<file path="config.mk">
export PLATFORM = sky130hd
export DESIGN_NAME = fp32_adder_flat
export DESIGN_NICKNAME = d
export VERILOG_FILES = /design/src/rtl/fp32_adder_if.sv /design/src/rtl/fp32_adder.sv /design/src/flat_wrapper.sv
export SDC_FILE = /design/constraint.sdc
export NUM_CORES = 1
export LEC_CHECK = 0
export CAP_MARGIN = 10
export CORE_MARGIN = 1
export CORE_UTILIZATION = 69
export CTS_CLUSTER_DIAMETER = 200
export DETAILED_ROUTE_END_ITERATION = 12
export GPL_TIMING_DRIVEN = 0
export PLACE_DENSITY = 0.89
export SETUP_SLACK_MARGIN = 0.5
export SYNTH_ARGS = -nofsm -noshare
export SYNTH_HDL_FRONTEND = slang
export SYNTH_SLANG_ARGS = --single-unit
</file>
<file path="constraint.sdc">
create_clock -name clk -period 0.85 [get_ports clk]
set_clock_uncertainty 0.1 [all_clocks]
set_input_delay 0.17 -clock clk [delete_from_list [all_inputs] [get_ports clk]]
set_output_delay 0.17 -clock clk [all_outputs]
set_load 0.05 [all_outputs]
</file>
<file path="src/rtl/fp32_adder_if.sv">
// Operand/result bundle for the registered binary32 adder.
// The producer drives the operands and the adder returns the sum.
interface fp32_adder_if;
   logic [31:0] FP_in1;
   logic [31:0] FP_in2;
   logic [31:0] FP_out;

   modport master (output FP_in1, FP_in2, input FP_out);
   modport slave  (input FP_in1, FP_in2, output FP_out);
endinterface

</file>
<file path="src/rtl/fp32_adder.sv">
// Single-cycle IEEE-754 binary32 adder with round-to-nearest-even and flush-to-zero.
// Registered output: the sum of the operands present at a rising edge appears after that edge.
module fp32_adder (
   input  logic        clk,
   input  logic        rst_n,
   fp32_adder_if.slave bus
);
   localparam logic [31:0] QNAN = 32'h7FC00000;

   logic [31:0]       sum_d, sum_q;
   logic              sa, sb, nan_a, nan_b, inf_a, inf_b, zero_a, zero_b, a_big;
   logic [30:0]       mag_a, mag_b;
   logic              s_big;
   logic [7:0]        e_big, e_sml, e_diff;
   logic [23:0]       m_big, m_sml;
   logic [49:0]       sml_wide;
   logic [26:0]       big_ext, sml_al, diff27, norm;
   logic [27:0]       sum28;
   logic [4:0]        lz;
   logic signed [9:0] e_norm;

   function automatic logic [4:0] lzc27(input logic [26:0] v);
      logic [4:0] n;
      logic       hit;
      n   = 5'd0;
      hit = 1'b0;
      for (int i = 26; i >= 0; i--) begin
         if (!hit && v[i]) hit = 1'b1;
         else if (!hit)    n   = n + 5'd1;
      end
      return n;
   endfunction

   // m holds a 24-bit significand (leading 1 at bit 26) followed by guard, round, sticky.
   function automatic logic [31:0] round_pack(input logic s, input logic signed [9:0] e,
                                              input logic [26:0] m);
      logic              up;
      logic [24:0]       mr;
      logic signed [9:0] er;
      logic [22:0]       frac;
      up   = m[2] & (m[1] | m[0] | m[3]);
      mr   = {1'b0, m[26:3]} + {24'd0, up};
      er   = e;
      frac = mr[22:0];
      if (mr[24]) begin
         er   = e + 10'sd1;
         frac = mr[23:1];
      end
      if (er >= 10'sd255) round_pack = {s, 8'hFF, 23'd0};
      else                round_pack = {s, er[7:0], frac};
   endfunction

   always_comb begin
      sa     = bus.FP_in1[31];
      sb     = bus.FP_in2[31];
      zero_a = (bus.FP_in1[30:23] == 8'd0);
      zero_b = (bus.FP_in2[30:23] == 8'd0);
      nan_a  = (bus.FP_in1[30:23] == 8'hFF) && (bus.FP_in1[22:0] != 23'd0);
      nan_b  = (bus.FP_in2[30:23] == 8'hFF) && (bus.FP_in2[22:0] != 23'd0);
      inf_a  = (bus.FP_in1[30:23] == 8'hFF) && (bus.FP_in1[22:0] == 23'd0);
      inf_b  = (bus.FP_in2[30:23] == 8'hFF) && (bus.FP_in2[22:0] == 23'd0);
      // Subnormals become zeros here, so the magnitude compare treats them as zero.
      mag_a  = zero_a ? 31'd0 : bus.FP_in1[30:0];
      mag_b  = zero_b ? 31'd0 : bus.FP_in2[30:0];
      a_big  = (mag_a >= mag_b);
      s_big  = a_big ? sa : sb;
      e_big  = a_big ? mag_a[30:23] : mag_b[30:23];
      e_sml  = a_big ? mag_b[30:23] : mag_a[30:23];
      m_big  = a_big ? {~zero_a, mag_a[22:0]} : {~zero_b, mag_b[22:0]};
      m_sml  = a_big ? {~zero_b, mag_b[22:0]} : {~zero_a, mag_a[22:0]};

      e_diff   = e_big - e_sml;
      sml_wide = {m_sml, 26'd0} >> e_diff;
      sml_al   = (e_diff >= 8'd26) ? {26'd0, |m_sml}
                                   : {sml_wide[49:24], |sml_wide[23:0]};
      big_ext  = {m_big, 3'b000};
      sum28    = {1'b0, big_ext} + {1'b0, sml_al};
      diff27   = big_ext - sml_al;
      lz       = lzc27(diff27);

      norm   = 27'd0;
      e_norm = 10'sd0;
      sum_d  = 32'd0;
      if (nan_a || nan_b || (inf_a && inf_b && (sa != sb))) begin
         sum_d = QNAN;
      end else if (inf_a) begin
         sum_d = bus.FP_in1;
      end else if (inf_b) begin
         sum_d = bus.FP_in2;
      end else if (zero_a && zero_b) begin
         sum_d = {sa & sb, 31'd0};
      end else if (sa == sb) begin
         // A carry out folds the dropped LSB into sticky.
         if (sum28[27]) begin
            norm   = {sum28[27:2], |sum28[1:0]};
            e_norm = $signed({2'b00, e_big}) + 10'sd1;
         end else begin
            norm   = sum28[26:0];
            e_norm = $signed({2'b00, e_big});
         end
         sum_d = round_pack(s_big, e_norm, norm);
      end else if (diff27 == 27'd0) begin
         sum_d = 32'd0;
      end else begin
         norm   = diff27 << lz;
         e_norm = $signed({2'b00, e_big}) - $signed({5'd0, lz});
         sum_d  = (e_norm <= 10'sd0) ? {s_big, 31'd0} : round_pack(s_big, e_norm, norm);
      end
   end

   always_ff @(posedge clk or negedge rst_n) begin
      if (!rst_n) sum_q <= 32'd0;
      else        sum_q <= sum_d;
   end

   assign bus.FP_out = sum_q;
endmodule

</file>
<file path="src/flat_wrapper.sv">
// flat-port wrapper written by rule: the top's interface ports become plain ports
module fp32_adder_flat 
  (clk, rst_n, bus_FP_in1, bus_FP_in2, bus_FP_out);
  fp32_adder_if bus_i ();
  input  logic clk;
  input  logic rst_n;
  input wire logic [$bits(bus_i.FP_in1)-1:0] bus_FP_in1;
  input wire logic [$bits(bus_i.FP_in2)-1:0] bus_FP_in2;
  output wire logic [$bits(bus_i.FP_out)-1:0] bus_FP_out;
  assign bus_i.FP_in1 = bus_FP_in1;
  assign bus_i.FP_in2 = bus_FP_in2;
  assign bus_FP_out = bus_i.FP_out;
  fp32_adder u_core (.clk(clk), .rst_n(rst_n), .bus(bus_i));
endmodule
</file>
==> out/qor.csv, run 1 <==
metric,value,unit
outcome,stopped before the end,
failing_step,5_1_grt,
tool.error,[ERROR GRT-0232] Routing congestion too high. Check the congestion heatmap in the GUI.,
io_pins,98,
grt_usage,0.804,
yosysTopAreaCellShare,0.0800,
cts_buffers,5,
ys_types,124,
worst-ep-kind,sequential cell input,
rows,58,
avgSynthCellArea,6.65,um2
synth_edf_count,0,
ys_warn_count,0,
initial_core_util,0.712,
yosys.area.top_type,ha_1,
place.gp.congestion,1.27,
synth_flop_cell,dfrtp_1,
cts.sinks,32,
ys_seq_area_frac,0.0441,
synth-async-reset-ratio,1.00,
dp.cells,3156,
worst_endpoint,u_core.bus.FP_out[27]$_DFF_PN0_/D,
cts_buffer_depth,2,
h-tree-depth,2,
clockRootBuffer,clkbuf_16,
io_buffers,96,
synth.area.top_cells,"ha_1, mux2i_1, nand2_1",
die-height,164,um
syn_area,18100,um2
grt_max_degree,24,
synth_nets,2913,
dp_hpwl,57.5,mm
synth-seq-cells,32,
die_w,164,um
postSynthCellCount,2729,
overflow,15,
==> synth_stat cells (13+ instances only) <==
master / instances
clkbuf_1: 100
nand3_1: 103
ha_1: 116
a21o_1: 37
o21ai_0: 169
nand2_1: 305
mux2_2: 27
inv_1: 132
or3_1: 27
a211oi_1: 26
nand2b_1: 31
buf_2: 28
o31ai_1: 26
mux2i_1: 117
o21a_1: 21
nor2b_1: 14
a22oi_1: 15
xnor2_1: 105
xor2_1: 46
nor3_1: 92
o21ai_1: 13
and3_1: 31
a31oi_1: 29
nor2_1: 291
a21boi_0: 14
or2_2: 20
o22ai_1: 24
and2_1: 46
nand4_1: 43
buf_1: 15
a21oi_1: 211
dfrtp_1: 32
o211ai_1: 28
o21bai_1: 25
nor4_1: 37
==> layer usage <==
layer / global-route usage / GRT overflow
met5: 0.432 / 0
met4: 0.773 / 8
met3: 0.679 / 0
met2: 0.941 / 7
met1: 0.813 / 0
==> timing repair <==
action                                  CTS
gates resized for setup                 349
setup buffers                           134
endpoints found under the hold margin    32
endpoints found under the setup margin   96
pin swaps                               124
gates cloned                              3
==> kinds of logic after synthesis <==
family | after synthesis | synth area share
AND/OR/NAND/NOR | 1127 | 0.306
buffers and inverters | 297 | 0.0690
XOR/XNOR | 173 | 0.0979
AO/OA/AOI/OAI | 823 | 0.307
adder cells (fa/ha/maj) | 120 | 0.0833
multiplexers | 157 | 0.0926
flip-flops | 32 | 0.0441
==> per-stage QoR <==
stage / cell area (um2) / util / setup slack (ns) / hold WS, ns
2_1_floorplan: 18800 / - / -22.76 / -0.226
3_3_place_gp: 20200 / 0.792 / -26.64 / 0.600
3_5_place_dp: 20200 / 0.793 / -27.40 / 0.410
4_1_cts: 22200 / 0.872 / -23.86 / -0.347
==> inputs of run 2 (changes only) <==
CORE_UTILIZATION = 40   (was 69)
CTS_CLUSTER_DIAMETER = not set   (was 200)
PLACE_DENSITY = not set   (was 0.89)
PLACE_DENSITY_LB_ADDON = 0.15   (was not set)
SETUP_SLACK_MARGIN = not set   (was 0.5)
==> out/qor.csv, run 2 <==
metric,value,unit
outcome,finished with violations,
violations,"hold timing, setup timing",
relSlewSlack,0.110,
whs,-0.0935,ns
min_period,25.06,ns
yosys.area.top_type,ha_1,
postSynthCellCount,2729,
io_pins,98,
avgSynthCellArea,6.65,um2
antenna_found_initial,2,
ys_seq_area_frac,0.0441,
clk_pin_slew,0.05,ns
grtUsageMet3,0.0619,
synth_flop_cell,dfrtp_1,
first_global_vias,21500,
rsz0062_at_grt,true,
report.power.total,51.5,mW
cts_buffers,5,
cp_slowest_stage_delay,0.44,ns
critPathKind,in2reg,
fin_ws,-24.21,ns
initial_core_util,0.408,
required,0.87,ns
synthToLayoutAreaGrowth,32.8,%
layout-drive-gt1-share,0.258,
die-height,215,um
final_cell_mix,"nor2_1, nand2_1, buf_4",
grt_max_degree,23,
start_kind,primary input,
stdcell_area,24100,um2
clock.fmax,0.0399,GHz
first_pass_iters,7,
grt_use_met2,0.548,
tns,-765.77,ns
ir_drop,2.25,mV
ys_warn_count,0,
max_cap_violations,0,
via_count,23500,
power.share.combinational,0.916,
cts_tree,done,
routed_via_density,6.49,
hold_viol,10,
worstMarginPinSlew,1.32,ns
setup_viol,64,
power_density,2140,nW/um2
synth-async-reset-ratio,1.00,
die_area,46200,um2
switching_share,0.571,
ant_nets,0,
ys_types,124,
place.gp.congestion,1.06,
clockRootBuffer,clkbuf_16,
cp_max_fo,8,
cpMostUsedCell,ha_4,
finalWirelength,86.3,mm
cpMaxStageDelayCell,or4_4,
final_core_util,0.541,
diodes,0,
rows,77,
arrival,25.08,ns
hp-class,in2async,
cp-end-kind,flip-flop,
drtIter0Drc,2853,
final_net_count,3213,
netlist_top_cells_count,"nand2_1, nor2_1, a21oi_1",
synth_nets,2913,
largest_reg_flops,32,
grt_use_met1,0.488,
cts_buffer_depth,2,
synth-seq-cells,32,
dp_hpwl,67.8,mm
overflow,0,
synth_edf_count,0,
busiest_layer,met2,
seqPwrFrac,0.050,
final.period_utilization,29.5,
yosysTopAreaCellShare,0.0800,
die_w,215,um
yosysMostFrequentCell,nand2_1,
intPower,22.1,mW
synth.area.top_cells,"ha_1, mux2i_1, nand2_1",
p_leak,9.77,nW
placed_area,20500,um2
syn_area,18100,um2
finalMaxSlewViolations,0,
routedWlPerCell,23.8,um
grt_usage,0.352,
coreArea,44500,um2
grt_pass1_wl,129,mm
pwr-share-clk,0.033,
cts.sinks,32,
drc,0,
h-tree-depth,2,
p_sw,29.4,mW
mostFrequentLayoutCell,nor2_1,
io_buffers,96,
-- run 2: cell counts after synthesis --
Identical to the previous run, type by type.
-- run 2: worst paths after layout --
path | from | end | slack, ns | depth (start not counted)
min | rst_n | u_core.bus.FP_out[28]$_DFF_PN0_ | -0.09 | 1
max | bus_FP_in1[24] | u_core.bus.FP_out[28]$_DFF_PN0_ | -24.21 | 145
min in group clk | bus_FP_in1[27] | u_core.bus.FP_out[31]$_DFF_PN0_ | 0.33 | 5
max in group asynchronous | rst_n | u_core.bus.FP_out[15]$_DFF_PN0_ | 0.22 | 2
-- run 2: metrics by stage --
stage | cells | hold WS [ns] | worst slack (ns)
after floorplan | 2729 | -0.226 | -22.76
after global placement | 3417 | 0.613 | -27.67
after detailed placement | 3418 | 0.488 | -27.91
after CTS | 3547 | -0.0726 | -24.10
after global routing | 3622 | -0.0415 | -25.32
final | 3622 | -0.0935 | -24.21
-- run 2: cell type report --
| type | count | area (um2) |
|---|---|---|
| fillers | 4348 | 20400 |
| well taps | 592 | 741 |
| clock buffers | 5 | 125 |
| multi-input cells | 2400 | 18100 |
| inverters | 136 | 529 |
| plain buffers | 150 | 1010 |
| repair buffers | 304 | 2690 |
| flip-flops and latches | 32 | 838 |
| clock inverters | 3 | 18.8 |
-- run 2: per-layer routing --
layer | part of all wire | wire [um]
met4 | 0.039 | 3340
met3 | 0.10 | 8900
met5 | 0.00015 | 13
met2 | 0.43 | 37100
met1 | 0.43 | 37000
-- run 2: what timing repair did --
item | CTS | global route
endpoints found under the setup margin | 94 | 64
hold endpoints to repair | 10 | 10
gates resized for setup | 476 | 220
pin swaps | 111 | 141
buffers inserted | 126 | 80
cloned | 2 | 1
-- run 2: logic make-up (layout without fill, tap and decap cells) --
kind of cell	after synthesis	after routing	share of synthesized area
buf+inv	297	598	0.0690
compound gates	823	823	0.307
xor+xnor	173	173	0.0979
fa+ha+maj	120	120	0.0833
simple gates	1127	1127	0.306
flops	32	32	0.0441
mux	157	157	0.0926
-- run 2: critical path, delay by kind of cell --
kind	cells	cell delay, ns
buffers and inverters	19	2.28
xor gates and xnor gates	1	0.24
AOI/OAI and AO/OA	35	5.45
and+or+nand+nor	51	7.29
adders and majority gates	26	6.88
muxes	13	2.75
-- run 2: power by group through the flow --
stage / sequential, mW / combinational, mW / clock, mW
after floorplan: 4.85 / 23.9 / 0
after global placement: 2.48 / 36.8 / 0
after detailed placement: 2.49 / 36.9 / 0
after CTS: 2.60 / 41.9 / 1.73
after global routing: 2.67 / 49.8 / 1.80
final: 2.59 / 47.2 / 1.72
No activity file was read; power rests on OpenSTA's default activity.
==> variant: new RTL, config.mk and constraints of run 2 <==
Reset style: synchronous (`rst_n`), changed in one clocked block.
--- a/src/rtl/fp32_adder.sv
+++ b/src/rtl/fp32_adder.sv
@@ -108,7 +108,7 @@
       end
    end
 
-   always_ff @(posedge clk or negedge rst_n) begin
+   always_ff @(posedge clk) begin
       if (!rst_n) sum_q <= 32'd0;
       else        sum_q <= sum_d;
    end
Behaviour: not the same (Yosys sat finds a counterexample within 4 cycles, from zero or initial values and one cycle with rst_n low; the reset may be asserted at any time).
==> variant against run 2 <==
The flow finishes with violations (negative setup slack). Sequential cell count unchanged. Non-clock buffer count up 22. Power down 0.56%. Maximum frequency down 5.0%. Worst setup slack worse by 1.3 ns. Area after synthesis up 2.6%. Cell area up 4.7%. Wire length up 9.9%. Critical endpoint is now u_core.bus.FP_out[0]$_SDFF_PP0_. Largest cell class unchanged.
==> variant: results (changes against run 2) <==
[run_status]
run_status = finished with violations
violations = negative setup slack

[synth]
synth_xor_area_share_pct = 9.087  ; -0.70 points
synth-seq-area-share_pct = 3.441  ; -0.97 points
synth.top_cells.by_area = ha_1 (7.9%), nand2_1 (6.6%), a21oi_1 (6.6%)
synth_cell_types = 118  ; -4.8%
synth.avg_cell_area_um2 = 6.576  ; -1.1%
synth_fa_ha_area_share_pct = 8.133  ; -0.20 points
synthTopCellsByCount = nand2_1 (329), nor2_1 (273), a21oi_1 (245)
async_flop_share_pct = 0  ; -100 points
synthMuxAreaShare_pct = 8.086  ; -1.2 points
synth-main-ff-cell = dfxtp_1

[final_layout]
n_all_inverters = 115  ; -15%
multi_input_area_um2 = 19120  ; +5.4%
stdcell_count = 3754  ; +3.6%
sh_seq_area_pct = 2.692  ; -0.79 points
multi_input_gates = 2523  ; +5.1%
layout.nets = 3338  ; +3.9%
drive_above_1_share_pct = 26.25  ; +0.44 points
nonClkBufAreaFrac_pct = 16.27  ; +0.91 points

[power_and_ir_drop]
power.leakage_nw = 9.950  ; +1.9%

[place]
gp_congestion = 1.018  ; -4.0%
io_buffers = 97  ; +1.0%

[grt]
antenna_found_initial = 0  ; -2
grtUsageMet2_pct = 59.08  ; +4.3 points

[timing]
finalSetupViolCount = 64  ; unchanged
fin_ws_ns = -25.54  ; -1.332 ns

[route]
vias = 25150  ; +7.1%
dr.first_iter.drc_count = 2971  ; +4.1%
wl_met3_mm = 10.32  ; +16%

[min_path]
min_path_type = primary input to flip-flop

[critical_path]
max_stage_delay_ns = 0.57  ; +0.13 ns

==> variant: cell types whose count changed in the layout (fill, tap and decap cells not counted), moves of 18 or more <==
cell,run 2,this run
mux2i_1,99,70
nand4_1,43,66
buf_8,6,40
dfxtp_2,0,31
a21oi_1,184,218
inv_1,122,104
buf_6,64,29
nand2_1,268,299
buf_4,200,222
dfrtp_2,30,0
nor2_1,274,256
a211oi_1,19,40
==> variant: repair_timing <==
action / CTS / global route
buffers inserted: 157 / 68
cloned: 6 / 0
setup endpoints to repair: 64 / 64
pin swaps: 170 / 115
resized for setup: 644 / 160
==> variant: power by group <==
part | total (mW) | switching (mW) | internal (mW)
clock network | 1.73 | 0.652 | 1.08
logic | 47.1 | 29.1 | 18.1
registers | 2.34 | 0.293 | 2.04
==> variant: worst min-delay path: stages <==
cell,delay (ns)
buf_2,0.15
nand4_1,0.13
o31ai_1,0.19
nor3_1,0.22
